## src/rtl/pcs_rx_pkg.sv

```systemverilog
// Shared RX PCS definitions: idle block pattern, decoder state indices,
// and the clock-compensation scheduler state encoding.
package pcs_rx_pkg;

  localparam logic [65:0] PCS_IDLE = 66'h2_1e_00_00_00_00_00_00_00;

  // Bit positions of the decoder FSM states in its one-hot state vector
  localparam int RX_INIT = 0;
  localparam int RX_C    = 1;
  localparam int RX_D    = 2;
  localparam int RX_T    = 3;
  localparam int RX_E    = 4;

  typedef enum logic [1:0] {
    S_IDLE   = 2'd0,
    S_ARMED  = 2'd1,
    S_INSERT = 2'd2,
    S_ERROR  = 2'd3
  } sched_state_t;

endpackage

```

## src/rtl/comp_deficit_counter.sv

```systemverilog
// Saturating up/down counter of deleted AM blocks still owed as idle insertions.
// An increment at the ceiling (without a matching decrement) holds the count
// and raises o_overflow for that cycle.
module comp_deficit_counter #(
  parameter int MAX_COUNT = 40,
  parameter int NB_COUNT  = 6
) (
  input  logic                i_clock,
  input  logic                i_clear,
  input  logic                i_valid,
  input  logic                i_inc,
  input  logic                i_dec,
  output logic [NB_COUNT-1:0] o_count,
  output logic [NB_COUNT-1:0] o_count_next,
  output logic                o_overflow
);

  localparam logic [NB_COUNT-1:0] MAX_W = NB_COUNT'(MAX_COUNT);

  logic [NB_COUNT-1:0] count_q;
  logic [NB_COUNT-1:0] count_d;

  // Next count: simultaneous inc/dec cancel, never wrap in either direction
  always_comb begin
    count_d    = count_q;
    o_overflow = 1'b0;
    if (i_valid) begin
      if (i_inc && !i_dec) begin
        if (count_q == MAX_W) o_overflow = 1'b1;
        else                  count_d    = count_q + NB_COUNT'(1);
      end else if (i_dec && !i_inc && (count_q != '0)) begin
        count_d = count_q - NB_COUNT'(1);
      end
    end
  end

  // Count register with synchronous clear
  always_ff @(posedge i_clock) begin
    if (i_clear) count_q <= '0;
    else         count_q <= count_d;
  end

  assign o_count      = count_q;
  assign o_count_next = count_d;

endmodule

```

## src/rtl/am_idle_comp_scheduler.sv

```systemverilog
// RX clock-compensation scheduler: re-inserts one PCS idle per deleted AM
// block while the decoder sits in RX_C and the FIFO head is idle, so the
// decoder never sees an illegal sequence. Drives FIFO pop and idle-mux select.
module am_idle_comp_scheduler
  import pcs_rx_pkg::*;
#(
  parameter int N_LANES           = 20,
  parameter int N_FSM_DECO_STATES = 4,
  parameter int RX_C_IDX          = RX_C,
  parameter int MAX_DEFICIT       = 2 * N_LANES,
  parameter int NB_DEFICIT        = $clog2(MAX_DEFICIT + 1),
  parameter int MAX_BURST         = N_LANES,
  parameter int NB_BURST          = $clog2(MAX_BURST + 1)
) (
  input  logic                         i_clock,
  input  logic                         i_reset,
  input  logic                         i_enable,
  input  logic                         i_valid,
  input  logic                         i_am_deleted,
  input  logic [N_FSM_DECO_STATES-1:0] i_rx_fsm_state,
  input  logic                         i_head_is_idle,
  input  logic                         i_fifo_empty,
  output logic                         o_insert_idle,
  output logic                         o_fifo_read_enb,
  output logic [NB_DEFICIT-1:0]        o_deficit,
  output logic [1:0]                   o_state,
  output logic                         o_overflow_err,
  output logic                         o_underflow_err
);

  localparam logic [NB_BURST-1:0] MAX_BURST_W = NB_BURST'(MAX_BURST);

  sched_state_t          state_q, state_d;
  logic [NB_BURST-1:0]   burst_q, burst_d;
  logic [NB_DEFICIT-1:0] deficit_q, deficit_next;
  logic                  overflow_q, underflow_q;
  logic                  clear, rx_c, overflow, underflow_set;
  logic                  unused_rx_state;

  // Disabling the block behaves exactly like reset
  assign clear = i_reset | ~i_enable;
  assign rx_c  = i_rx_fsm_state[RX_C_IDX];
  // Only the RX_C bit matters here; the rest of the one-hot vector is ignored
  assign unused_rx_state = ^i_rx_fsm_state;

  comp_deficit_counter #(
    .MAX_COUNT (MAX_DEFICIT),
    .NB_COUNT  (NB_DEFICIT)
  ) u_deficit (
    .i_clock      (i_clock),
    .i_clear      (clear),
    .i_valid      (i_valid & i_enable),
    .i_inc        (i_am_deleted),
    .i_dec        (o_insert_idle),
    .o_count      (deficit_q),
    .o_count_next (deficit_next),
    .o_overflow   (overflow)
  );

  // Zero-latency mux select and FIFO pop from registered state and live inputs
  always_comb begin
    o_insert_idle = 1'b0;
    if (i_enable && i_valid && (deficit_q != '0) && rx_c) begin
      o_insert_idle = ((state_q == S_ARMED) && i_head_is_idle) ||
                      ((state_q == S_INSERT) && (burst_q < MAX_BURST_W));
    end
    o_fifo_read_enb = i_enable & i_valid & ~o_insert_idle & ~i_fifo_empty &
                      (state_q != S_ERROR);
    underflow_set   = i_enable & i_valid & ~o_insert_idle & i_fifo_empty;
  end

  // Next-state and burst-length logic, advancing only on valid cycles
  always_comb begin
    state_d = state_q;
    burst_d = burst_q;
    if (i_valid) begin
      if (overflow) begin
        state_d = S_ERROR;
        burst_d = '0;
      end else begin
        case (state_q)
          S_IDLE: begin
            if (i_am_deleted) state_d = S_ARMED;
          end
          S_ARMED: begin
            if (o_insert_idle) begin
              state_d = S_INSERT;
              burst_d = NB_BURST'(1);
            end else if (deficit_next == '0) begin
              state_d = S_IDLE;
            end
          end
          S_INSERT: begin
            // Leaving a burst keeps any remaining deficit for the next idle head
            if (!rx_c || (burst_q == MAX_BURST_W) || (deficit_next == '0)) begin
              burst_d = '0;
              state_d = (deficit_next == '0) ? S_IDLE : S_ARMED;
            end else if (o_insert_idle) begin
              burst_d = burst_q + NB_BURST'(1);
            end
          end
          default: ;
        endcase
      end
    end
  end

  // State, burst and sticky error registers
  always_ff @(posedge i_clock) begin
    if (clear) begin
      state_q     <= S_IDLE;
      burst_q     <= '0;
      overflow_q  <= 1'b0;
      underflow_q <= 1'b0;
    end else begin
      state_q <= state_d;
      burst_q <= burst_d;
      if (overflow)      overflow_q  <= 1'b1;
      if (underflow_set) underflow_q <= 1'b1;
    end
  end

  assign o_deficit       = deficit_q;
  assign o_state         = state_q;
  assign o_overflow_err  = overflow_q;
  assign o_underflow_err = underflow_q;

endmodule

```

## config.mk

```make
export PLATFORM = sky130hd
export DESIGN_NAME = am_idle_comp_scheduler
export DESIGN_NICKNAME = d
export VERILOG_FILES = /design/src/rtl/pcs_rx_pkg.sv /design/src/rtl/comp_deficit_counter.sv /design/src/rtl/am_idle_comp_scheduler.sv
export SDC_FILE = /design/constraint.sdc
export NUM_CORES = 1
export LEC_CHECK = 0
export CAP_MARGIN = 20
export CORE_MARGIN = 8
export CORE_UTILIZATION = 47
export DETAILED_ROUTE_END_ITERATION = 7
export GPL_TIMING_DRIVEN = 0
export PLACE_DENSITY = 0.84
export SLEW_MARGIN = 20
export SYNTH_ARGS = -nofsm -noshare
export SYNTH_HDL_FRONTEND = slang
export SYNTH_HIERARCHICAL = 1
export SYNTH_SLANG_ARGS = --single-unit
```

## constraint.sdc

```tcl
create_clock -name i_clock -period 3.55 [get_ports i_clock]
set_input_delay 0.5325 -clock i_clock [delete_from_list [all_inputs] [get_ports i_clock]]
set_output_delay 0.5325 -clock i_clock [all_outputs]
set_load 0.01 [all_outputs]
```

==> reports/summary.log, run 1 <==
INFO  synth          ys_async_sr_fraction=0%
INFO  die            initial_core_util=49.7%
INFO  power_and_ir_drop power_per_cell_area=191nW/um^2
INFO  drt            drc_errors=1
INFO  global_route   pin_count_of_the_biggest_net_entering_global_routing=13
INFO  synth          synthAdderAreaFrac=8.22%
INFO  clocking       numCtsBuffers=3
INFO  global_route   grt_first_pass_wirelength=6.23mm
INFO  timing         finalCriticalPeriod=3560ps
INFO  layout         insertedDiodeCount=0
INFO  timing         finalWorstSetupSlack=-7.24ps
INFO  hold_path      timing.hold.worst_path_depth=2
INFO  clocking       ctsHtreeMaxLevel=1
INFO  layout         drive_above_1_share=25.5%
INFO  drt            wire_per_inst=18.7um
INFO  die            floorplan.die.width=70.0um
INFO  critical_path  worst_path_largest_cell_delay=530ps
INFO  critical_path  cpMostUsedCell=and3_4
INFO  synth          syn-num-nets=189
INFO  layout         fillCellCount=205
INFO  layout         final_cells=239
INFO  global_route   antenna_found_initial=0
INFO  clocking       clkTransAtPathRegs=100ps
INFO  critical_path  endpoint_required_time_on_the_critical_path=3780ps
INFO  critical_path  worst_r2r_startpoint=u_deficit/o_count[2]
INFO  synth          ys_seq_elements=15
INFO  hold_path      holdPathEnd=o_underflow_err
INFO  drt            vias_per_cell=6.66
INFO  hold_path      hold_path.class=reg2reg
INFO  timing         worst_pin_slew=490ps
INFO  outcome        violations=DRC, setup timing
INFO  placed_design  post-place-cells=219
INFO  critical_path  crit-reg2reg-capture=burst_q[2]
INFO  layout         multi_input_comb_area=1040um^2
INFO  global_route   grt_overflow_total=0
INFO  synth          synth_cells=169
INFO  critical_path  timing.critical_path.cells=or4_4 -> o311ai_4 -> nor2_4 -> and3b_2 -> and3_4 -> a311oi_1 -> nor3b_2 -> nor2_2 -> a2111oi_4 -> buf_4 -> and3_4 -> nand3_1 -> o21ai_0
INFO  critical_path  r2r_cells=13
INFO  synth          synth.area.top_cells=dfxtp_1, ha_1, inv_1
INFO  power_and_ir_drop fin_total_pwr=0.348mW
INFO  synth          synth-edff-count=0
INFO  timing         worst_clock_skew=9.20ps
INFO  clocking       clock_path_buffers=2
INFO  timing         timing.max_slew.rel_slack=67.2%
INFO  global_route   grtUsageTotal=14.6%
INFO  hold_path      hp-start=o_underflow_err
INFO  layout         final-seq-area=305um^2
INFO  synth          synth-compound-area-share=31.1%
INFO  clocking       root_buffer=clkbuf_4
INFO  timing         achievable-frequency=281MHz
INFO  die            design.core.area=2760um^2
INFO  synth          synth_top_family_by_area=compound AO/OA/AOI/OAI gates
INFO  clocking       post_cts_hold_buffer_count=0
INFO  synth          count_of_synthesis_stage_warnings_from_yosys=6
INFO  drt            drtAntennaViolNets=0
INFO  drt            drt-initial-drc-count=228
INFO  critical_path  cpMaxStageDelayCell=or4_4
INFO  synth          post_synth_num_cell_types=61
INFO  die            io_pins=23
INFO  drt            vias_after_detailed_routing=1591
INFO  global_route   first_global_vias=1355
INFO  drt            finalWirelength=4.48mm
INFO  critical_path  critical_path_class=reg2reg
INFO  synth          most_frequent_cell_after_synthesis=dfxtp_1
INFO  critical_path  critPathArrivalTime=3790ps
INFO  critical_path  timing.critical_path.to_type=register
INFO  placed_design  final_hpwl_from_detailed_placement=2.68mm
INFO  run            max_cap_violations=0
INFO  critical_path  critPathMaxFanout=6
INFO  clocking       cts_num_sinks=15
INFO  synth          synth_top_cell_area_share=21.9%
INFO  die            fp.dieArea=4900um^2
INFO  synth          syn_area_per_cell=8.11um^2
INFO  timing         timing.final.max_slew_violations=0
INFO  critical_path  cp-start-kind=register
INFO  critical_path  regToRegSetupSlack=-7ps
INFO  outcome        outcome=finished with violations
INFO  die            placementRows=19
INFO  placed_design  io_buffers=19
INFO  power_and_ir_drop vdd_ir_drop_max=0.000292V
INFO  synth          synth_xor_xnor_area_share=0.639%
INFO  clocking       cts_tree=built
INFO  placed_design  place.gp.congestion=0.923
INFO  synth          synth.cell_area=1370um^2
INFO  power_and_ir_drop power.static_leakage=0.677nW
INFO  layout         syn_to_final_growth=32.5%
INFO  layout         finalNetCount=229
INFO  die            chipHeight=70.0um
INFO  synth          ys_seq_area_share=21.9%
INFO  timing         post-route-period-util=100%
INFO  synth          synth_top_flop_cell=dfxtp_1
INFO  synth          yosys.area_share.simple=30.1%
INFO  synth          synth_commonest_cells=dfxtp_1, inv_1, nand2_1, nor2_1, a21oi_1
INFO  drt            drt_first_pass_iters=8
INFO  timing         setup_violations=1
INFO  synth          synth_top_area_cell=dfxtp_1
INFO  clocking       clk-insertion-delay-late=290ps
INFO  synth          synth_mux_area_share=1.55%
INFO  timing         hold_viol_final=0
[metrics by stage]
stage          area [um^2]  util [%]  setup TNS (ps)  worst slack (ps)  hold WS, ps
2_1_floorplan         1370         -               0              64.4          470
6_report              1820      65.8           -7.24             -7.24          460
3_5_place_dp          1600      58.0           -5980             -1030          442
5_1_grt               1820      65.8            -737              -133          490
4_1_cts               1680      60.9               0              3.44          458
3_3_place_gp          1600      58.0           -5540              -953          438
[routing by layer]
layer	GRT usage, %	wire length [um]	vias to the layer above
li1	-	-	723
met1	17.6	1790	726
met2	24.9	2080	114
met3	3.67	412	28
met4	4.02	194	0
met5	0	0	-
[logic make-up (layout without fill, tap and decap cells)]
family                   count (synthesis)  in the layout
flip-flops                              15             15
AO/OA/AOI/OAI                           52             52
adder cells (fa/ha/maj)                  9              9
AND/OR/NAND/NOR                         68             68
XOR/XNOR                                 1              1
multiplexers                             2              2
buffers and inverters                   22             61
[critical path: cells and delay by family, from the launching register on]
| kind | cells | cell delay (ps) |
|---|---|---|
| DFF | 1 | 380 |
| and+or+nand+nor | 8 | 1750 |
| buffers and inverters | 1 | 220 |
| AOI/OAI and AO/OA | 4 | 1150 |
[final cells by class]
| type | instances | share of cell area, % |
|---|---|---|
| Tap cell | 31 | 2.14 |
| Clock inverter | 1 | 0.276 |
| Multi-Input combinational cell | 132 | 57.4 |
| Timing Repair Buffer | 35 | 17.2 |
| Sequential cell | 15 | 16.8 |
| Buffer | 8 | 2.00 |
| Inverter | 14 | 2.89 |
| Clock buffer | 3 | 1.24 |
[state kept, by name, summed over array words and instances (netlist names)]
register,flops
u_deficit/o_count,6
o_state,2
o_underflow_err,1
burst_q,5
o_overflow_err,1
[cell usage in the layout (no fill, tap or decap), drive strengths merged, types with 3 or more instances in the layout]
cell	n
a211oi	4
a21oi	11
a31oi	3
and3	3
buf	18
clkbuf	9
clkdlybuf4s50	18
dfxtp	15
ha	9
inv	14
nand2	12
nand3	6
nand3b	3
nor2	12
nor2b	6
nor3	6
o21ai	7
o22ai	3
[power breakdown]
group,internal [mW],switching [mW],total (mW)
logic,0.0328,0.0392,0.0721
registers,0.169,0.00272,0.172
clock network,0.0419,0.0620,0.104
[worst max path at each step]
stage	start	to	slack, ps
3_3_place_gp	i_valid	o_state[1]	-950
5_1_grt	u_deficit/o_count[2]	burst_q[2]	-130
3_5_place_dp	i_valid	o_state[1]	-1030
2_1_floorplan	u_deficit/o_count[3]	o_state[1]	60
6_report	u_deficit/o_count[2]	burst_q[2]	-7
4_1_cts	i_valid	burst_q[2]	3
[what timing repair did]
item / 4_1_cts / 5_1_grt
buffers inserted: 3 / 13
endpoints found under the hold margin: 0 / 0
endpoints found under the setup margin: 7 / 7
resized for setup: 7 / 12
pin swaps: 1 / 7
(Power assumes the default switching activity.)
==> run 2, diff against run 1 <==
ABC_CLOCK_PERIOD_IN_PS = 3550   (was default)
CORE_UTILIZATION = 25   (was 47)
PLACE_DENSITY = 0.54   (was 0.84)
==> run 2 against run 1 <==
The flow now finishes without violations. Flip-flop and latch count unchanged. First-iteration DRC count shrank 34%. Die area rose by 65%. Largest power group unchanged. Power grew 9.8%. Critical path type unchanged. Design area fell by 1.6%.
==> reports/summary.log, run 2 (synthesized netlist as in run 1, its figures left out) <==
INFO  layout         finalNetCount=220
INFO  critical_path  critPathArrivalTime=3490ps
INFO  critical_path  launching_instance_or_port_of_the_critical_path=o_state[1]
INFO  drt            drt-initial-drc-count=150
INFO  clocking       clock_path_buffers=2
INFO  global_route   first_global_vias=1360
INFO  critical_path  worst_path_largest_cell_delay=360ps
INFO  clocking       cts_num_sinks=15
INFO  power_and_ir_drop sequentialPowerShare=45.2%
INFO  layout         final_common_cell=clkdlybuf4s50_1
INFO  die            placementRows=27
INFO  critical_path  cpMaxStageDelayCell=dfxtp_1
INFO  placed_design  io_buffers=19
INFO  die            io_pins=23
INFO  die            floorplan.die.width=90.0um
INFO  clocking       clkTransAtPathRegs=70ps
INFO  timing         worst_pin_slew=468ps
INFO  timing         hold_slack=456ps
INFO  layout         syn_to_final_growth=30.4%
INFO  timing         post-route-period-util=93.3%
INFO  clocking       numCtsBuffers=3
INFO  layout         final_cell_mix=clkdlybuf4s50_1, dfxtp_1, inv_1
INFO  placed_design  post-place-cells=260
INFO  drt            vias_after_detailed_routing=1380
INFO  clocking       root_buffer=clkbuf_8
INFO  die            design.core.area=5410um^2
INFO  critical_path  endpoint_required_time_on_the_critical_path=3720ps
INFO  drt            drt_first_pass_iters=4
INFO  timing         achievable-frequency=302MHz
INFO  critical_path  timing.critical_path.to_type=register
INFO  power_and_ir_drop power.combinational.fraction=17.5%
INFO  timing         timing.max_slew.rel_slack=68.8%
INFO  critical_path  critPathMaxFanout=8
INFO  placed_design  placed_area=1650um^2
INFO  drt            finalWirelength=3.80mm
INFO  placed_design  place.gp.congestion=0.813
INFO  critical_path  r2r_cells=15
INFO  drt            drtAntennaViolNets=0
INFO  critical_path  crit-reg2reg-capture=burst_q[2]
INFO  layout         drive_above_1_share=18.1%
INFO  power_and_ir_drop clock_power_share=37.3%
INFO  critical_path  critPathCapture=burst_q[2]
INFO  global_route   pin_count_of_the_biggest_net_entering_global_routing=13
INFO  drt            vias_per_cell=5.09
INFO  layout         fillCellCount=580
INFO  hold_path      hold_path.class=reg2reg
INFO  drt            drc_errors=0
INFO  run            max_cap_violations=0
INFO  critical_path  cp-start-kind=register
INFO  global_route   antenna_found_initial=0
INFO  timing         hold_viol_final=0
INFO  layout         final_cells=271
INFO  global_route   grt_overflow_total=0
INFO  global_route   grt_first_pass_wirelength=6.64mm
INFO  timing         timing.final.max_slew_violations=0
INFO  timing         setup_violations=0
INFO  critical_path  critical_path_class=reg2reg
INFO  power_and_ir_drop sw_ratio=26.6%
INFO  critical_path  critical_path_buf_inv_count=3
INFO  critical_path  worst_r2r_startpoint=o_state[1]
INFO  clocking       ctsHtreeMaxLevel=1
INFO  clocking       clk-insertion-delay-late=240ps
INFO  clocking       cts_tree=built
INFO  timing         finalCriticalPeriod=3310ps
INFO  power_and_ir_drop power_per_cell_area=214nW/um^2
INFO  power_and_ir_drop vdd_ir_drop_max=0.000153V
INFO  critical_path  regToRegSetupSlack=240ps
INFO  power_and_ir_drop p_int=0.280mW
INFO  power_and_ir_drop p_sw=0.102mW
INFO  timing         rsz_0062_raised_after_global_routing=false
INFO  timing         worst_clock_skew=3.71ps
INFO  layout         largest_register_ff_count=6
INFO  placed_design  final_hpwl_from_detailed_placement=2.77mm
INFO  clocking       post_cts_hold_buffer_count=0
INFO  layout         post-route-cell-area=1790um^2
INFO  critical_path  timing.critical_path.cells=inv_1 -> ha_1 -> clkbuf_1 -> a22oi_2 -> nor2_4 -> and3b_2 -> and4_1 -> a41o_1 -> a21oi_1 -> nor2_2 -> a2111oi_4 -> buf_4 -> and3_1 -> nand3_1 -> o21ai_0
INFO  die            chipHeight=90.0um
INFO  drt            wire_per_inst=14.0um
INFO  critical_path  total_number_of_cells_along_the_worst_setup_path=15
INFO  global_route   grtUsageTotal=9.41%
INFO  die            fp.dieArea=8110um^2
INFO  die            initial_core_util=25.3%
INFO  power_and_ir_drop power.static_leakage=0.632nW
INFO  outcome        outcome=complete, no violations
INFO  critical_path  path_delay_family=simple AND/OR/NAND/NOR gates
INFO  layout         insertedDiodeCount=0
INFO  timing         finalSetupTns=0ps
[run 2: timing repair]
action,CTS,global route
gates cloned,0,0
endpoints found under the setup margin,8,7
buffers inserted,5,2
endpoints found under the hold margin,0,0
gates resized for setup,9,3
pin swaps,4,2
[run 2: worst reg2reg max path, cell delays in order (launching register included)]
cell and delay, ps:
dfxtp_1 360, inv_1 90, ha_1 140, clkbuf_1 320, a22oi_2 170, nor2_4 210, and3b_2 270, and4_1 220
a41o_1 220, a21oi_1 180, nor2_2 90, a2111oi_4 340, buf_4 190, and3_1 210, nand3_1 80, o21ai_0 140
[run 2: worst min path at each step]
stage                           end  cells past startpoint  slack (ps)       startpoint
floorplan           o_underflow_err                      2         470  o_underflow_err
global placement    o_underflow_err                      2         440  o_underflow_err
detailed placement  o_underflow_err                      2         450  o_underflow_err
CTS                 o_underflow_err                      2         460  o_underflow_err
global route        o_underflow_err                      2         470  o_underflow_err
finish              o_underflow_err                      2         460  o_underflow_err
[run 2: layer usage]
metal	routed length (um)	up-vias	global-route usage [%]	share of wire (%)
li1	-	701	-	-
met1	1830	641	12.4	48
met2	1720	32	14.6	45
met3	191	6	1.75	5.0
met4	61	0	3.88	1.6
met5	0	-	0	0
[run 2: through the flow]
step,total power [mW],util [%],setup WS [ps]
final,0.382,33.1,237
after global routing,0.398,33.1,9.41
after CTS,0.382,32.5,8.47
after detailed placement,0.238,30.5,-1210
after global placement,0.238,30.5,-1250
after floorplan,0.215,-,64.4
[run 2: cell type report]
type                    count  area, um^2  share of cell area [%]
inverters                  14        52.6                    2.94
clock buffers               4        45.0                    2.52
multi-input cells         132        1020                    57.1
plain buffers               8        36.3                    2.03
repair buffers             26         241                    13.5
flip-flops and latches     15         300                    16.8
well taps                  72        90.1                    5.04
[run 2: power groups by stage]
stage	logic, mW	registers (mW)	clock network, mW
after floorplan	0.0382	0.176	0
after global placement	0.0618	0.176	0
after detailed placement	0.0616	0.177	0
after CTS	0.0638	0.173	0.146
after global routing	0.0730	0.173	0.152
final	0.0666	0.173	0.142
==> run 3, diff against run 2 <==
SETUP_SLACK_MARGIN = 0.02   (was default)
==> run 3 against run 2 <==
Clock power about the same. Worst setup slack got worse by 13 ps. Clock skew about the same. Worst hold slack about the same. Combinational power decreased by 0.9%. Critical path depth decreased by 2. Via count about the same. Power decreased by 0.12%. Utilization decreased by 0.21 points. Die area unchanged. Cell count decreased by 0.74%.
==> reports/summary.log, run 3 (synthesized netlist as in run 1, its figures left out) <==
INFO  critical_path  critical_path_class=reg2reg
INFO  critical_path  endpoint_required_time_on_the_critical_path=3720ps
INFO  die            floorplan.die.width=90.0um
INFO  die            placementRows=27
INFO  critical_path  regToRegSetupSlack=220ps
INFO  placed_design  placed_area=1650um^2
INFO  clocking       cts_tree=built
INFO  critical_path  cp-start-kind=register
INFO  timing         setup_violations=0
INFO  hold_path      holdPathEnd=o_underflow_err
INFO  timing         post-route-period-util=93.7%
INFO  timing         worst_clock_skew=3.82ps
INFO  power_and_ir_drop power_per_cell_area=215nW/um^2
INFO  timing         hold_slack=456ps
INFO  layout         drive_above_1_share=17.8%
INFO  drt            drt-initial-drc-count=152
INFO  critical_path  critPathArrivalTime=3500ps
INFO  clocking       clock_path_buffers=2
INFO  global_route   pin_count_of_the_biggest_net_entering_global_routing=13
INFO  drt            drtAntennaViolNets=0
INFO  critical_path  cpMostUsedCell=and3_1
INFO  timing         finalWorstSetupSlack=224ps
INFO  power_and_ir_drop fin_total_pwr=0.381mW
INFO  critical_path  timing.critical_path.cells=or4_4 -> o311ai_4 -> nor2_4 -> and3b_2 -> and3_1 -> a311oi_1 -> nor3b_1 -> nor2_2 -> a2111oi_4 -> buf_4 -> and3_1 -> nand3_1 -> o21ai_0
INFO  power_and_ir_drop p_sw=0.101mW
INFO  run            max_cap_violations=0
INFO  layout         final_cell_mix=clkdlybuf4s50_1, dfxtp_1, inv_1
INFO  clocking       clkTransAtPathRegs=70ps
INFO  drt            wl_met2=1.71mm
INFO  drt            drt_first_pass_iters=5
INFO  global_route   antenna_found_initial=0
INFO  drt            routedLengthMet1=1.80mm
INFO  power_and_ir_drop vdd_ir_drop_max=0.000153V
INFO  global_route   grt_first_pass_wirelength=6.65mm
INFO  critical_path  r2r_cells=13
INFO  clocking       numCtsBuffers=3
INFO  hold_path      hold_path.class=reg2reg
INFO  timing         finalSetupTns=0ps
INFO  hold_path      hp-start=o_underflow_err
INFO  global_route   grt_overflow_total=0
INFO  power_and_ir_drop sequentialPowerShare=45.3%
INFO  timing         rsz_0062_raised_after_global_routing=false
INFO  global_route   grtUsageTotal=9.43%
INFO  timing         finalCriticalPeriod=3330ps
INFO  layout         fillCellCount=579
INFO  placed_design  post-place-cells=260
INFO  die            chipHeight=90.0um
INFO  timing         hold_viol_final=0
INFO  outcome        outcome=complete, no violations
INFO  clocking       cts_num_sinks=15
INFO  timing         timing.final.max_slew_violations=0
INFO  placed_design  place.gp.congestion=0.813
INFO  power_and_ir_drop p_int=0.280mW
INFO  timing         timing.max_slew.rel_slack=69.9%
INFO  drt            vias_after_detailed_routing=1379
INFO  drt            drc_errors=0
INFO  timing         achievable-frequency=301MHz
INFO  layout         finalNetCount=218
INFO  drt            wire_per_inst=14.0um
INFO  timing         worst_pin_slew=451ps
INFO  power_and_ir_drop sw_ratio=26.6%
INFO  hold_path      timing.hold.worst_path_depth=2
INFO  critical_path  worst_path_largest_cell_delay=540ps
INFO  critical_path  worst_r2r_startpoint=u_deficit/o_count[2]
INFO  layout         final_common_cell=clkdlybuf4s50_1
INFO  critical_path  timing.critical_path.to_type=register
INFO  critical_path  critPathMaxFanout=6
INFO  critical_path  crit-reg2reg-capture=burst_q[2]
INFO  layout         post-route-cell-area=1780um^2
INFO  layout         syn_to_final_growth=29.6%
INFO  die            design.core.area=5410um^2
INFO  power_and_ir_drop clock_power_share=37.4%
INFO  placed_design  final_hpwl_from_detailed_placement=2.77mm
INFO  clocking       ctsHtreeMaxLevel=1
INFO  clocking       root_buffer=clkbuf_8
INFO  layout         final_cells=269
INFO  critical_path  cpMaxStageDelayCell=or4_4
INFO  drt            dr_wl_met3=200um
INFO  placed_design  worst_setup_slack_before_clock_tree_synthesis=-1210ps
INFO  global_route   first_global_vias=1370
INFO  die            fp.dieArea=8110um^2
INFO  die            io_pins=23
INFO  layout         insertedDiodeCount=0
INFO  drt            finalWirelength=3.76mm
INFO  placed_design  io_buffers=19
INFO  drt            vias_per_cell=5.13
INFO  power_and_ir_drop power.static_leakage=0.627nW
INFO  drt            top_layer=met4
INFO  layout         utilization=32.8%
INFO  die            initial_core_util=25.3%
INFO  power_and_ir_drop power.combinational.fraction=17.3%
INFO  clocking       clk-insertion-delay-late=240ps
INFO  layout         largest_register_ff_count=6
==> run 3: final cells by class <==
type / instances / area, um^2 / share of cell area [%]
clock buffers: 4 / 45.0 / 2.54
inverters: 14 / 52.6 / 2.96
plain buffers: 7 / 32.5 / 1.83
well taps: 72 / 90.1 / 5.07
multi-input cells: 132 / 1020 / 57.5
repair buffers: 25 / 234 / 13.2
flip-flops and latches: 15 / 300 / 16.9
==> run 3: what timing repair did <==
item,in CTS,in global routing
hold buffers,0,0
pin swaps,4,1
setup buffers,6,0
gates resized for setup,9,3
setup endpoints to repair,8,7
==> run 3: power by group through the flow <==
stage,logic [mW],registers [mW],clock network (mW)
after floorplan,0.0382,0.176,0
after global placement,0.0618,0.176,0
after detailed placement,0.0616,0.177,0
after CTS,0.0642,0.173,0.146
after global routing,0.0725,0.173,0.152
final,0.0660,0.173,0.143
==> run 3: layer usage <==
metal / track usage [%] / vias up
met2: 14.8 / 34
met4: 3.74 / 0
met1: 12.4 / 638
met5: 0 / -
met3: 1.66 / 4
li1: - / 703
==> run 3: worst max-delay path: cells and delay by family, from the launching register on <==
kind / cells / cell delay [ps]
AO/OA/AOI/OAI: 4 / 930
AND/OR/NAND/NOR: 8 / 1770
buffers and inverters: 1 / 190
flip-flops: 1 / 350
==> run 3: worst max-delay path by stage <==
stage,cells past startpoint,startpoint,slack [ps],end
3_5_place_dp,13,i_valid,-1210,o_state[1]
6_report,13,u_deficit/o_count[2],220,burst_q[2]
2_1_floorplan,12,u_deficit/o_count[3],60,o_state[1]
5_1_grt,13,u_deficit/o_count[2],30,burst_q[2]
3_3_place_gp,13,i_valid,-1250,o_state[1]
4_1_cts,13,u_deficit/o_count[2],170,burst_q[2]
